[src/rtl/ps2_pkg.sv]
// Shared definitions for the PS/2 host controller: register map, bit positions, FSM states.
// Latency: n/a (definitions only).
// Backpressure: n/a.
package ps2_pkg;

    // Register map
    localparam logic [1:0] ADDR_RXDATA = 2'd0;
    localparam logic [1:0] ADDR_STATUS = 2'd1;
    localparam logic [1:0] ADDR_TXDATA = 2'd2;
    localparam logic [1:0] ADDR_CTRL   = 2'd3;

    // STATUS bit positions
    localparam int ST_RX_EMPTY  = 0;
    localparam int ST_RX_FULL   = 1;
    localparam int ST_OVERFLOW  = 2;
    localparam int ST_FRAME_ERR = 3;
    localparam int ST_TX_BUSY   = 4;
    localparam int ST_TX_NACK   = 5;
    localparam int ST_TIMEOUT   = 6;

    // CTRL bit positions
    localparam int CTRL_IRQ_EN  = 0;
    localparam int CTRL_CLEAR   = 1;
    localparam int CTRL_FLUSH   = 2;

    typedef enum logic [3:0] {
        IDLE, RX_BITS, RX_PARITY, RX_STOP,
        TX_INHIBIT, TX_START, TX_BITS, TX_PARITY, TX_STOP, TX_ACK
    } ps2_state_t;

    // Parity bit that makes the total count of ones over data+parity odd.
    function automatic logic odd_parity(input logic [7:0] d);
        return ~(^d);
    endfunction

endpackage

[src/rtl/ps2_rx_fifo.sv]
// Synchronous receive FIFO: push/pop/flush, occupancy count, full/empty flags.
// Latency: a pushed entry is visible at pop_dat the cycle after the push.
// Backpressure: push while full is dropped unless a pop happens in the same cycle.
module ps2_rx_fifo #(
    parameter int DEPTH = 16,
    parameter int W     = 8
) (
    input  logic                     clk,
    input  logic                     reset,
    input  logic                     push,
    input  logic [W-1:0]             push_dat,
    input  logic                     pop,
    input  logic                     flush,
    output logic [W-1:0]             pop_dat,
    output logic [$clog2(DEPTH):0]   count,
    output logic                     full,
    output logic                     empty
);
    localparam int AW = $clog2(DEPTH);

    logic [W-1:0]  mem [DEPTH];
    logic [AW-1:0] wr_ptr;
    logic [AW-1:0] rd_ptr;
    logic          do_push;
    logic          do_pop;

    assign empty   = (count == '0);
    assign full    = (count == (AW+1)'(DEPTH));
    assign do_pop  = pop && !empty;
    // A pop in the same cycle frees the slot, so a full FIFO still accepts.
    assign do_push = push && (!full || do_pop);
    assign pop_dat = mem[rd_ptr];

    always_ff @(posedge clk) begin
        if (do_push && !flush && !reset) begin
            mem[wr_ptr] <= push_dat;
        end
    end

    always_ff @(posedge clk) begin
        if (reset || flush) begin
            wr_ptr <= '0;
            rd_ptr <= '0;
            count  <= '0;
        end else begin
            if (do_push) wr_ptr <= wr_ptr + 1'b1;
            if (do_pop)  rd_ptr <= rd_ptr + 1'b1;
            count <= count + {{AW{1'b0}}, do_push} - {{AW{1'b0}}, do_pop};
        end
    end

endmodule

[src/rtl/ps2_host_fifo.sv]
// PS/2 host: filtered line sampling, RX frame decode into FIFO, host-to-device TX, register file.
// Latency: accepted byte lands in the FIFO two cycles after the stop-bit clock event is seen.
// Backpressure: FIFO full drops the byte (overflow); TXDATA writes while busy are rejected (tx_nack).
module ps2_host_fifo
    import ps2_pkg::*;
#(
    parameter int FIFO_DEPTH     = 16,
    parameter int FILTER_LEN     = 4,
    parameter int INHIBIT_CYCLES = 5000,
    parameter int TIMEOUT_CYCLES = 100000
) (
    input  logic       clk,
    input  logic       reset,
    input  logic       ps2_clk_i,
    input  logic       ps2_data_i,
    output logic       ps2_clk_oe,
    output logic       ps2_data_oe,
    input  logic [1:0] addr,
    input  logic [7:0] wdata,
    input  logic       we,
    input  logic       re,
    output logic [7:0] rdata,
    output logic       irq
);
    localparam int FCW  = $clog2(FILTER_LEN) + 1;
    localparam int TMAX = (INHIBIT_CYCLES > TIMEOUT_CYCLES) ? INHIBIT_CYCLES : TIMEOUT_CYCLES;
    localparam int TW   = $clog2(TMAX) + 1;

    // Index 0 = clock line, index 1 = data line.
    logic [1:0]     sync1, sync2, filt;
    logic [FCW-1:0] fcnt [2];
    logic           clk_prev;
    logic           ev;
    logic           line_data;

    ps2_state_t     state;
    logic [3:0]     bit_idx;
    logic [7:0]     shreg, tx_byte;
    logic           par;
    logic [TW-1:0]  timer;
    logic           push_req;
    logic           overflow, frame_err, tx_busy, tx_nack, timeout, irq_en;

    logic [7:0]     rx_dat;
    logic [$clog2(FIFO_DEPTH):0] rx_count;
    logic           rx_full, rx_empty, rd_pop, flush, ctrl_wr, tx_wr;
    logic [7:0]     status;

    assign ctrl_wr = we && (addr == ADDR_CTRL);
    assign tx_wr   = we && (addr == ADDR_TXDATA);
    assign flush   = ctrl_wr && wdata[CTRL_FLUSH];
    assign rd_pop  = re && (addr == ADDR_RXDATA) && !rx_empty;

    // Synchroniser plus stability filter: a new level must persist FILTER_LEN cycles.
    always_ff @(posedge clk) begin
        if (reset) begin
            sync1    <= 2'b11;
            sync2    <= 2'b11;
            filt     <= 2'b11;
            fcnt[0]  <= '0;
            fcnt[1]  <= '0;
            clk_prev <= 1'b1;
        end else begin
            sync1    <= {ps2_data_i, ps2_clk_i};
            sync2    <= sync1;
            clk_prev <= filt[0];
            for (int i = 0; i < 2; i++) begin
                if (sync2[i] == filt[i]) begin
                    fcnt[i] <= '0;
                end else if (fcnt[i] == FCW'(FILTER_LEN - 1)) begin
                    filt[i] <= sync2[i];
                    fcnt[i] <= '0;
                end else begin
                    fcnt[i] <= fcnt[i] + 1'b1;
                end
            end
        end
    end

    assign ev        = clk_prev && !filt[0];
    assign line_data = filt[1];

    always_ff @(posedge clk) begin
        if (reset) begin
            state       <= IDLE;
            bit_idx     <= '0;
            shreg       <= '0;
            tx_byte     <= '0;
            par         <= 1'b0;
            timer       <= '0;
            push_req    <= 1'b0;
            overflow    <= 1'b0;
            frame_err   <= 1'b0;
            tx_busy     <= 1'b0;
            tx_nack     <= 1'b0;
            timeout     <= 1'b0;
            irq_en      <= 1'b0;
            ps2_clk_oe  <= 1'b0;
            ps2_data_oe <= 1'b0;
        end else begin
            push_req <= 1'b0;
            // Clear first so that an event setting a flag in the same cycle is not lost.
            if (ctrl_wr) begin
                irq_en <= wdata[CTRL_IRQ_EN];
                if (wdata[CTRL_CLEAR]) begin
                    overflow  <= 1'b0;
                    frame_err <= 1'b0;
                    tx_nack   <= 1'b0;
                    timeout   <= 1'b0;
                end
            end
            if (push_req && rx_full && !rd_pop) overflow <= 1'b1;

            if (state == IDLE) begin
                if (tx_wr) begin
                    tx_byte    <= wdata;
                    tx_busy    <= 1'b1;
                    ps2_clk_oe <= 1'b1;
                    timer      <= '0;
                    state      <= TX_INHIBIT;
                end else if (ev && !line_data) begin
                    bit_idx <= '0;
                    timer   <= '0;
                    state   <= RX_BITS;
                end
            end else begin
                if (tx_wr) tx_nack <= 1'b1;
                if (state != TX_INHIBIT && !ev && timer == TW'(TIMEOUT_CYCLES - 1)) begin
                    state       <= IDLE;
                    ps2_clk_oe  <= 1'b0;
                    ps2_data_oe <= 1'b0;
                    timeout     <= 1'b1;
                    tx_busy     <= 1'b0;
                end else begin
                    // Our own clock pull-down during inhibit produces an event; ignore it.
                    timer <= (ev && state != TX_INHIBIT) ? '0 : timer + 1'b1;
                    case (state)
                        TX_INHIBIT: if (timer == TW'(INHIBIT_CYCLES - 1)) begin
                            ps2_clk_oe  <= 1'b0;
                            ps2_data_oe <= 1'b1;
                            timer       <= '0;
                            state       <= TX_START;
                        end
                        RX_BITS: if (ev) begin
                            shreg   <= {line_data, shreg[7:1]};
                            bit_idx <= bit_idx + 1'b1;
                            if (bit_idx == 4'd7) state <= RX_PARITY;
                        end
                        RX_PARITY: if (ev) begin
                            par   <= line_data;
                            state <= RX_STOP;
                        end
                        RX_STOP: if (ev) begin
                            if ((^{shreg, par}) && line_data) push_req  <= 1'b1;
                            else                               frame_err <= 1'b1;
                            state <= IDLE;
                        end
                        TX_START: if (ev) begin
                            ps2_data_oe <= ~tx_byte[0];
                            bit_idx     <= 4'd1;
                            state       <= TX_BITS;
                        end
                        TX_BITS: if (ev) begin
                            if (bit_idx == 4'd8) begin
                                ps2_data_oe <= ~odd_parity(tx_byte);
                                state       <= TX_PARITY;
                            end else begin
                                ps2_data_oe <= ~tx_byte[bit_idx[2:0]];
                                bit_idx     <= bit_idx + 1'b1;
                            end
                        end
                        TX_PARITY: if (ev) begin
                            ps2_data_oe <= 1'b0;
                            state       <= TX_STOP;
                        end
                        TX_STOP: if (ev) state <= TX_ACK;
                        TX_ACK: if (ev) begin
                            tx_busy <= 1'b0;
                            if (line_data) tx_nack <= 1'b1;
                            state <= IDLE;
                        end
                        default: state <= IDLE;
                    endcase
                end
            end
        end
    end

    ps2_rx_fifo #(.DEPTH(FIFO_DEPTH), .W(8)) u_rx_fifo (
        .clk      (clk),
        .reset    (reset),
        .push     (push_req),
        .push_dat (shreg),
        .pop      (rd_pop),
        .flush    (flush),
        .pop_dat  (rx_dat),
        .count    (rx_count),
        .full     (rx_full),
        .empty    (rx_empty)
    );

    always_comb begin
        status               = '0;
        status[ST_RX_EMPTY]  = rx_empty;
        status[ST_RX_FULL]   = rx_full;
        status[ST_OVERFLOW]  = overflow;
        status[ST_FRAME_ERR] = frame_err;
        status[ST_TX_BUSY]   = tx_busy;
        status[ST_TX_NACK]   = tx_nack;
        status[ST_TIMEOUT]   = timeout;
    end

    always_comb begin
        rdata = '0;
        case (addr)
            ADDR_RXDATA: rdata = rx_empty ? 8'h00 : rx_dat;
            ADDR_STATUS: rdata = status;
            ADDR_TXDATA: rdata = tx_byte;
            default:     rdata = {7'b0, irq_en};
        endcase
    end

    assign irq = irq_en && ((rx_count != '0) || overflow || frame_err || tx_nack || timeout);

endmodule

[config.mk]
export PLATFORM = sky130hd
export DESIGN_NAME = ps2_host_fifo
export DESIGN_NICKNAME = d
export VERILOG_FILES = /design/src/rtl/ps2_pkg.sv /design/src/rtl/ps2_rx_fifo.sv /design/src/rtl/ps2_host_fifo.sv
export SDC_FILE = /design/constraint.sdc
export NUM_CORES = 1
export LEC_CHECK = 0
export BUFFER_PORTS_ARGS = -buffer_cell sky130_fd_sc_hd__clkbuf_2
export CORE_MARGIN = 1.5
export CORE_UTILIZATION = 60
export DETAILED_ROUTE_END_ITERATION = 16
export PLACE_DENSITY = 0.75
export SLEW_MARGIN = 20
export SYNTH_ARGS = -nofsm -noshare
export SYNTH_HDL_FRONTEND = slang
export SYNTH_SLANG_ARGS = --single-unit
[constraint.sdc]
create_clock -name clk -period 9.85 [get_ports clk]
set_clock_uncertainty 0.1 [all_clocks]
set_input_delay 0.4925 -clock clk [delete_from_list [all_inputs] [get_ports clk]]
set_output_delay 0.4925 -clock clk [all_outputs]
set_load 0.01 [all_outputs]
* Word-level counts from Yosys, hierarchy flattened
Memory sizes are Yosys's and may differ from the RTL's. A register that Yosys moved wholly into a read port is not among the register bits.
Cells that the tools add are included.
** Storage, ports and cells
- Bits in registers :: 72
- Bits in writable memories :: 134
- Bits of input ports :: 16
- Output and inout bits :: 11
- Logic and storage cells :: 260
- Memories :: 2
** Operators by class
- $add $sub $neg :: 8
- Order comparisons :: 1
- Equality and inequality tests :: 45
- Muxes and demuxes :: 107
- Bitwise operators :: 14
- Reduce and logical (&&, ||, !) cells :: 60
** Memory list
- u_rx_fifo.mem :: words 16, bits a word 8, rd ports 1, clocked after Yosys merged registers in 1, write ports 1, line ps2_rx_fifo.sv:21 : logic [W-1:0] mem [DEPTH];
- fcnt :: words 2, bits a word 3, rd ports 2, clocked after Yosys merged registers in 0, write ports 2, line ps2_host_fifo.sv:31 : logic [FCW-1:0] fcnt [2];
** Operators by type and width (count)
- two-way mux 18 bit :: 7
- two-way mux 4 bit :: 24
- two-way mux 1 bit :: 64
- != test 4 bit (second input constant) :: 9
- case mux 4 bit (8 select lines) :: 1
- != test 3 bit (second input constant) :: 8
- case mux 8 bit (3 select lines) :: 1
- == test 4 x 3 -> 1 bit (second input constant) :: 5
- adder 18 x 1 -> 18 bit (second input constant) :: 1
- == test 18 x 13 -> 1 bit (second input constant) :: 1
- == test 18 x 17 -> 1 bit (second input constant) :: 1
- logical AND 1 bit :: 18
- two-way mux 3 bit :: 6
- adder 4 x 1 -> 4 bit (second input constant) :: 3
- == test 4 bit (second input constant) :: 3
- case mux 4 bit (3 select lines) :: 1
- nonzero test 3 bit :: 4
- AND reduction 11 bit :: 1
- AND reduction 2 bit :: 5
- nonzero test 5 bit :: 2
- XOR reduction 9 bit :: 1
- == test 4 x 2 -> 1 bit (second input constant) :: 2
- logical NOT 1 bit :: 8
- two-way mux 8 bit :: 1
- other kinds (32) :: 58

* Longest topological paths before layout
Gate-level depths: netlist of run 1.
- Word-level depth :: 10
- Mapped depth :: 14
- Mapped depth without buffers :: 14

* By module
From an unflattened synthesis of run 1, not the netlist that was laid out.
** Second synthesis, totals
- Cells, all modules :: 731
- Area total of the unflattened synthesis :: 9394.0 µm²
** Modules (own cells, without submodules)
- ps2_rx_fifo :: times used 1, cells each 310, area an instance 5793.1 µm², seq. area each 4184.0 µm²
- ps2_host_fifo :: times used 1, cells each 421, area an instance 3601.0 µm², seq. area each 1361.3 µm²

* Least setup slack after synthesis of run 1
No wires, ideal clock.
- Kind :: reg-to-reg
- Start :: reg u_rx_fifo.count[2]
- End :: mem u_rx_fifo.mem[1][0], enable pin
- Library setup time :: 0.383 ns
- Arrival time :: 2.656 ns
- Data required time :: 9.367 ns
- Path slack :: 6.711 ns
- Stages on the path, launching flop included :: 10
- Path buffers :: 1
- Period minus slack after synthesis :: 3.139 ns
- Path through :: dfxtp_1 inv_1 ha_1 nor4b_1 nor4b_2 o21a_1 clkbuf_1 nor2b_1 nand2_1 nor3_1
** On the way
- Longest elaborated chain between the ends :: 10
- Elaborated cells between the ends (all ways) :: 12
- Those cells by class :: 1 x eq/ne; 2 x mux; 9 x reduce/logical
** Ends and longest elaborated chain
- from (decl) :: line ps2_rx_fifo.sv:15 : output logic [$clog2(DEPTH):0] count,
- from (signal assigned) :: line ps2_rx_fifo.sv:48 : count <= count + {{AW{1'b0}}, do_push} - {{AW{1'b0}}, do_pop};
- logical NOT 5 bit :: line ps2_rx_fifo.sv:27 : assign empty = (count == '0);
- logical NOT 1 bit :: line ps2_rx_fifo.sv:29, ps2_host_fifo.sv:52
- logical AND 1 bit :: line ps2_host_fifo.sv:52 : assign rd_pop = re && (addr == ADDR_RXDATA) && !rx_empty;
- logical AND 1 bit :: line ps2_rx_fifo.sv:29 : assign do_pop = pop && !empty;
- logical OR 1 bit * :: line ps2_rx_fifo.sv:31 : assign do_push = push && (!full || do_pop);
- logical AND 1 bit * :: line ps2_rx_fifo.sv:31
- logical AND 1 bit * (2 in a row) :: line ps2_rx_fifo.sv:35 : if (do_push && !flush && !reset) begin
- two-way mux 1 bit * :: line ps2_rx_fifo.sv:35
- two-way mux 1 bit (not written as such) * :: line ps2_rx_fifo.sv:36 : mem[wr_ptr] <= push_dat;
- to (decl) :: line ps2_rx_fifo.sv:21
Mark *: on every way between the ends. The rest lies on a longest branch, timed or not.

==> impl_summary.txt, run 1 <==
----------------------------------------------------
[Outcome]
  Run status ... finished clean

[Yosys]
  Warning count from the yosys run ... 0
  Primary FF master, synth ... edfxtp_1
  Post-Syn Area per Cell ... 13.1 sq um
  Synthesized area ... 0.00922 sq mm
  Fraction of synthesized cell area taken by the top area cell type ... 43.6%
  Number of synthesized register bits ... 210
  Most frequently used cell type in the post-synthesis netlist ... edfxtp_1
  Sequential-to-total area share from yosys stat ... 60.1%
  Cell taking the most area after synthesis ... edfxtp_1
  Number of enable flip-flop cells after synthesis ... 134
  Post-Synthesis Cells ... ~700
  Most frequent cells after synthesis ... edfxtp_1 (134), nor2_1 (79), dfxtp_1 (76)
  Cell variety after synth ... 66
  Top cells by area in the synthesized netlist ... edfxtp_1 (44%), dfxtp_1 (16%), mux4_2 (10%), nor2_1 (3.2%), ha_1 (2.4%)
  Proportion of register bits with asynchronous set or reset after synthesis ... 0%

[Placed design]
  Routability-driven placement congestion ratio ... roughly 0.92
  Port Buffer Count ... 26
  Detail Placement HPWL ... 13.2 mm

[Clock network]
  Maximum level of the CTS H-tree ... 1
  Maximum root-to-sink buffer count ... 3
  Clock tree from TritonCTS ... done
  Number of sinks on the clock net ... 210
  Clock latency on the worst-skew pair ... about 0.50 ns
  Hold buffer count at CTS ... 0
  Post CTS Setup Buffer Count ... 0
  Root Buffer Master ... clkbuf_16
  Clock edge transition at the registers on the reported setup and hold paths ... 0.06 ns
  Post-CTS Resized ... 0
  Number of CTS-inserted buffers ... 21

[Power and ir drop]
  Power share of the clock group ... a little over a third
  Switching part of the total ... 26.5%
  Part of the total power dissipated in sequential elements ... 49.6%
  Maximum resistive drop on vdd ... about 0.00015 V
  Static leakage power ... 3.46 nW
  Power per cell area ... 194 mW/mm^2
  Cell internal power dissipation ... 1.45 mW
  Net switching power ... 0.521 mW
  Combinational share of power ... 14.2%

[Min path]
  Start point of the worst hold path ... ps2_data_i
  Worst Hold End ... sync1[1]
  Worst hold path cell count ... 2
  Worst hold-check path type ... in -> reg

[Setup path]
  Reg-to-reg endpoint ... u_rx_fifo.mem[3][3]
  Required arrival time at the worst endpoint ... 9.26 ns
  CP Max Fanout ... 32
  Crit-path cells ... buf_4, mux4_2, mux4_2, nor2b_1, mux4_2, clkbuf_2
  Endpoint arrival time on the critical path ... 3.23 ns
  Depth of the worst register-to-register path ... 8
  Largest stage delay on the critical path ... 0.60 ns
  Worst setup path category ... reg -> out
  Cell repeated most along the worst path ... mux4_2
  Reg-to-reg setup timing slack ... 6.17 ns
  Sort of element at the start of the critical path ... flip-flop
  Nature of the critical path endpoint ... primary output
  Reg2Reg Launch Point ... u_rx_fifo.count[2]
  Slowest-stage cell, CP ... mux4_2

[STA]
  Final period util ... between 30% and 40%
  Final setup TNS ... 0 ns
  RSZ-0062 raised after global routing ... false
  Shortest clock period the worst path allows after layout ... 3.82 ns
  Final Slew Violations ... 0
  Highest Clock Rate ... 262 MHz
  Final hold slack ... about 0.072 ns
  Slew at the pin with the worst max-slew slack ... approximately 1.1 ns
  Final count of negative-setup-slack endpoints ... 0
  Rel. slew slack ... about 28%
  Final hold violation count ... 0

[Drt]
  Vias after detailed routing ... roughly 5,800
  Number of optimization iterations in the first detailed-route pass ... 7
  Post-detailed-routing wire length ... 19.4 mm
  Average vias per placed instance ... about 6.2
  Initial DRC count ... between 600 and 700
  Remaining DRCs ... 0
  Drt wl/cell ... 20.8 um
  Remaining antenna violation count after routing ... 0

[GRT]
  Final global-route overflow total ... 0
  Maximum number of pins on one net before global-route repair ... between 50 and 60
  Tot GR Track Use ... 25.0%
  Initial antenna violation count ... 0
  Vias in the first global route ... 5,816
  Wire length of the first global-routing pass ... slightly above 30 mm

[Floorplan]
  Initial core utilization ... 61.1%
  Row count ... 45
  DIE HEIGHT ... about 130 um
  Number of I/O pins ... 27
  Die Footprint ... 0.0161 sq mm
  X dimension of the die ... approximately 130 um
  Floorplan core area ... approximately 0.015 sq mm

[Finish]
  # nets final ... 764
  Area added between synthesis and finish ... 9.89%
  Antenna diode instance count ... 0
  Share of final-layout standard cells stronger than drive strength 1 ... 15.6%

[Flow run]
  Max-cap violation count ... 0

----------------------------------------------------
-- area by class of cell --
class,count,area (sq um)
multi-input combinational,445,3510
clock inverter,13,72.6
clock buffer,24,537
timing repair buffer,29,153
tap,188,235
inverter,22,82.6
sequential,210,5550
fill,1074,4950
-- per-stage QoR --
step                cells  cell area, sq um  setup slack [ns]  total power [mW]  utilization, %
floorplan             707              9240              6.71              1.20               -
detailed placement    894              9510              6.07              1.27            63.0
global route          931             10100              5.89              2.05            67.2
global placement      894              9510              6.26              1.26            63.0
finish                931             10100              6.03              1.97            67.2
CTS                   931             10100              5.98              1.98            67.0
-- layer usage --
layer | up-vias | GRT usage [%] | share of wire [%]
li1 | 2677 | - | -
met1 | 2875 | 31.5 | 39
met2 | 225 | 44.9 | 52
met3 | 41 | 4.27 | 6.0
met4 | 0 | 6.82 | 2.7
met5 | - | 0 | 0
-- state kept, by name (all words and copies together) (netlist names), 2 cells and up, named ones only --
name	flops
filt	2
u_rx_fifo.count	5
sync1	2
bit_idx	4
u_rx_fifo.mem	128
u_rx_fifo.rd_ptr	4
sync2	2
state	4
tx_byte	8
fcnt	6
u_rx_fifo.wr_ptr	4
timer	18
shreg	8
-- layout by cell type (no fill, tap or decap), types with 4 or more instances in the layout --
master and n:
clkbuf_16 21, edfxtp_1 134, xnor2_1 23, ha_1 18, nand2b_1 8, clkinv_1 6
or2_2 6, dfxtp_1 75, o21ai_0 23, nand3_1 11, conb_1 6, nor4b_1 4
and3_1 6, nor2_1 79, nand4_1 7, inv_1 22, nand2_1 52, a21oi_1 25
or4_1 4, mux2i_1 14, clkbuf_2 26, xor2_1 13, nor3_1 8, nand3b_1 7
mux4_2 42, or3_1 5, a22oi_1 7, a31oi_1 7, nor2b_1 11
-- power groups by stage --
stage	Sequential (mW)	Combinational (mW)	Clock [mW]
2_1_floorplan	0.979	0.217	0
6_report	0.976	0.279	0.714
3_5_place_dp	0.993	0.275	0
3_3_place_gp	0.992	0.264	0
5_1_grt	0.979	0.306	0.765
4_1_cts	0.974	0.275	0.726
-- cell families (layout without fill, tap and decap cells) --
logic type / count (synthesis) / after routing / synth area share, %
AOI/OAI and AO/OA: 94 / 94 / 6.55
xor gates and xnor gates: 37 / 37 / 3.66
adders and majority gates: 19 / 19 / 2.66
buffers and inverters: 52 / 88 / 2.27
DFF: 210 / 210 / 60.1
muxes: 56 / 56 / 11.8
other: 1 / 6 / 0.0407
and+or+nand+nor: 233 / 233 / 12.9
-- worst max path at each step --
stage                                      to  slack, ns  cells after the start
final                                rdata[0]       6.03                      6
after floorplan           u_rx_fifo.mem[1][0]       6.71                      9
after global routing      u_rx_fifo.mem[3][2]       5.89                      8
after CTS                            rdata[0]       5.98                      6
after global placement    u_rx_fifo.mem[0][2]       6.26                      8
after detailed placement  u_rx_fifo.mem[0][2]       6.07                      8
-- worst max-delay path: cells and delay by family, from the launching register on --
kind | cells | cell delay, ns
buffers and inverters | 2 | 0.64
AND/OR/NAND/NOR | 1 | 0.15
multiplexers | 3 | 1.61
flip-flops | 1 | 0.31
No activity file was read; power rests on OpenSTA's default activity.
==> run 2: changes to the inputs <==
--- a/config.mk
+++ b/config.mk
@@ -7,9 +7,9 @@
 export LEC_CHECK = 0
 export BUFFER_PORTS_ARGS = -buffer_cell sky130_fd_sc_hd__clkbuf_2
 export CORE_MARGIN = 1.5
-export CORE_UTILIZATION = 60
+export CORE_UTILIZATION = 56
 export DETAILED_ROUTE_END_ITERATION = 16
-export PLACE_DENSITY = 0.75
+export PLACE_DENSITY = 0.74
 export SLEW_MARGIN = 20
 export SYNTH_ARGS = -nofsm -noshare
 export SYNTH_HDL_FRONTEND = slang
==> constraint.sdc (replaced) <==
create_clock -name clk -period 3.3 [get_ports clk]
set_clock_uncertainty 0.1 [all_clocks]
set_input_delay 0.165 -clock clk [delete_from_list [all_inputs] [get_ports clk]]
set_output_delay 0.165 -clock clk [all_outputs]
set_load 0.01 [all_outputs]
==> impl_summary.txt, run 2 (same netlist as run 1, synthesis figures left out) <==
----------------------------------------------------
[Floorplan]
  Initial core utilization ... 57.6%
  DIE HEIGHT ... 131 um
  Row count ... 46
  Number of I/O pins ... 27
  Floorplan core area ... 0.0160 sq mm
  Die Footprint ... 0.0173 sq mm
  X dimension of the die ... 131 um

[Finish]
  Largest register by flop count ... u_rx_fifo.mem
  Utilization after layout ... 66.8%
  # nets final ... 809
  Final-layout fill cell count ... between 1,000 and 1,500
  Area added between synthesis and finish ... 16.0%
  Registers with the most flip-flops ... u_rx_fifo.mem: 128 flops, timer: 18 flops
  Area occupied by multi-input gates ... 0.00349 sq mm
  Highest-count cells in the layout ignoring fill and taps ... edfxtp_1 (134), nor2_1 (79), dfxtp_1 (75)
  Most frequent standard cell in the layout excluding fill and tap cells ... edfxtp_1
  Total area of sequential cells ... approximately 0.0055 sq mm
  Antenna diode instance count ... 0
  Share of final-layout standard cells stronger than drive strength 1 ... 19.0%
  Largest register FFs ... about 130

[Setup path]
  CP Max Fanout ... 7
  Reg-to-reg endpoint ... u_rx_fifo.mem[5][4]
  Slowest-stage cell, CP ... o21a_1
  Required arrival time at the worst endpoint ... 3.44 ns
  Cell repeated most along the worst path ... buf_4
  Crit-path cells ... inv_1, ha_1, nor4b_1, buf_4, nor4b_2, o21a_1, nor2b_1, nand2_1, nor2_1, buf_4
  Nature of the critical path endpoint ... flip-flop
  Start point of the critical path ... u_rx_fifo.count[2]
  Depth of the worst register-to-register path ... 10
  Sort of element at the start of the critical path ... flip-flop
  Reg2Reg Launch Point ... u_rx_fifo.count[2]
  Endpoint arrival time on the critical path ... around 3.3 ns
  Largest stage delay on the critical path ... 0.38 ns
  Worst setup path category ... reg -> reg
  CP Capture Point ... u_rx_fifo.mem[5][4]
  Reg-to-reg setup timing slack ... 0.16 ns

[Flow run]
  Max-cap violation count ... 0

[Clock network]
  Maximum root-to-sink buffer count ... 3
  Number of CTS-inserted buffers ... 22
  Post CTS Setup Buffer Count ... 0
  Maximum level of the CTS H-tree ... 1
  Root Buffer Master ... clkbuf_16
  Clock tree from TritonCTS ... done
  Clock edge transition at the registers on the reported setup and hold paths ... 0.06 ns
  Clock latency on the worst-skew pair ... approximately 0.52 ns
  Number of sinks on the clock net ... 210

[STA]
  Shortest clock period the worst path allows after layout ... approximately 3.1 ns
  Final hold violation count ... 0
  RSZ-0062 raised after global routing ... false
  Final count of negative-setup-slack endpoints ... 0
  Final setup TNS ... 0 ns
  Highest Clock Rate ... approximately 320 MHz
  Rel. slew slack ... a little under half
  Final Slew Violations ... 0
  Slew at the pin with the worst max-slew slack ... 0.808 ns
  Final period util ... between 90% and 100%

[GRT]
  Tot GR Track Use ... about 25%
  Vias in the first global route ... 6,045
  Initial antenna violation count ... 0
  Wire length of the first global-routing pass ... 33.9 mm
  Maximum number of pins on one net before global-route repair ... 53
  Final global-route overflow total ... 0

[Outcome]
  Run status ... finished clean

[Power and ir drop]
  Power per cell area ... ~600 mW/mm^2
  Static leakage power ... 3.75 nW
  Maximum resistive drop on vdd ... 0.000386 V

[Min path]
  Worst hold-check path type ... in -> reg

[Placed design]
  Routability-driven placement congestion ratio ... 0.909
  Port Buffer Count ... 26
  Detail Placement HPWL ... 14.0 mm

[Drt]
  Remaining antenna violation count after routing ... 0
  Number of optimization iterations in the first detailed-route pass ... 7
  Remaining DRCs ... 0
  Vias after detailed routing ... about 6,100
  Post-detailed-routing wire length ... 21.1 mm
  Drt wl/cell ... around 21 um
  Average vias per placed instance ... 6.09
  Initial DRC count ... about 660

----------------------------------------------------
==> run 2: per-layer routing <==
layer | track usage, % | wire length (um) | vias up
li1 | - | - | 2754
met1 | 34.8 | 8770 | 3050
met2 | 41.4 | 10100 | 268
met3 | 4.63 | 1600 | 50
met4 | 8.40 | 648 | 0
met5 | 0 | 0 | -
==> run 2: area by class of cell <==
cell class / instances / share of cell area, %
clock inverter: 14 / 2.16
sequential: 210 / 51.9
clock buffer: 26 / 5.29
tap: 216 / 2.53
multi-input combinational: 445 / 32.6
timing repair buffer: 73 / 4.75
inverter: 22 / 0.772
==> run 2: through the flow <==
stage	setup WS [ns]	power, mW	std cells	cell area (sq um)	hold WS [ns]
3_3_place_gp	0.521	3.78	956	9800	0.256
3_5_place_dp	0.334	3.81	956	9800	0.260
6_report	0.157	6.49	1006	10700	0.0810
5_1_grt	0.0103	6.72	1006	10700	0.118
2_1_floorplan	0.161	3.57	707	9240	0.169
4_1_cts	0.138	6.51	1006	10700	0.0647
==> run 2: worst min path at each step <==
| stage | from | end | slack [ns] | cells past startpoint |
|---|---|---|---|---|
| finish | we | irq_en | 0.08 | 4 |
| global route | we | irq_en | 0.12 | 4 |
| CTS | we | irq_en | 0.06 | 4 |
| detailed placement | ps2_clk_i | sync1[0] | 0.26 | 2 |
| global placement | ps2_clk_i | sync1[0] | 0.26 | 2 |
| floorplan | ps2_clk_i | sync1[0] | 0.17 | 1 |
==> run 2: critical path: cells and delay by family (launching register included) <==
kind / cells / cell delay, ns
AO/OA/AOI/OAI: 1 / 0.38
adder cells (fa/ha/maj): 1 / 0.22
buffers and inverters: 3 / 0.44
flip-flops: 1 / 0.34
AND/OR/NAND/NOR: 5 / 1.37
==> run 2: repair_timing <==
item | in CTS | in global routing
hold buffers | 10 | 0
endpoints found under the hold margin | 12 | 0
resized for setup | 1 | 0
setup endpoints to repair | 1 | 0
==> run 2: where the power goes <==
group | switching (mW) | leakage [nW] | internal [mW]
registers | 0.0739 | 1.86 | 2.82
clock network | 1.00 | 0.374 | 1.70
logic | 0.533 | 1.51 | 0.359
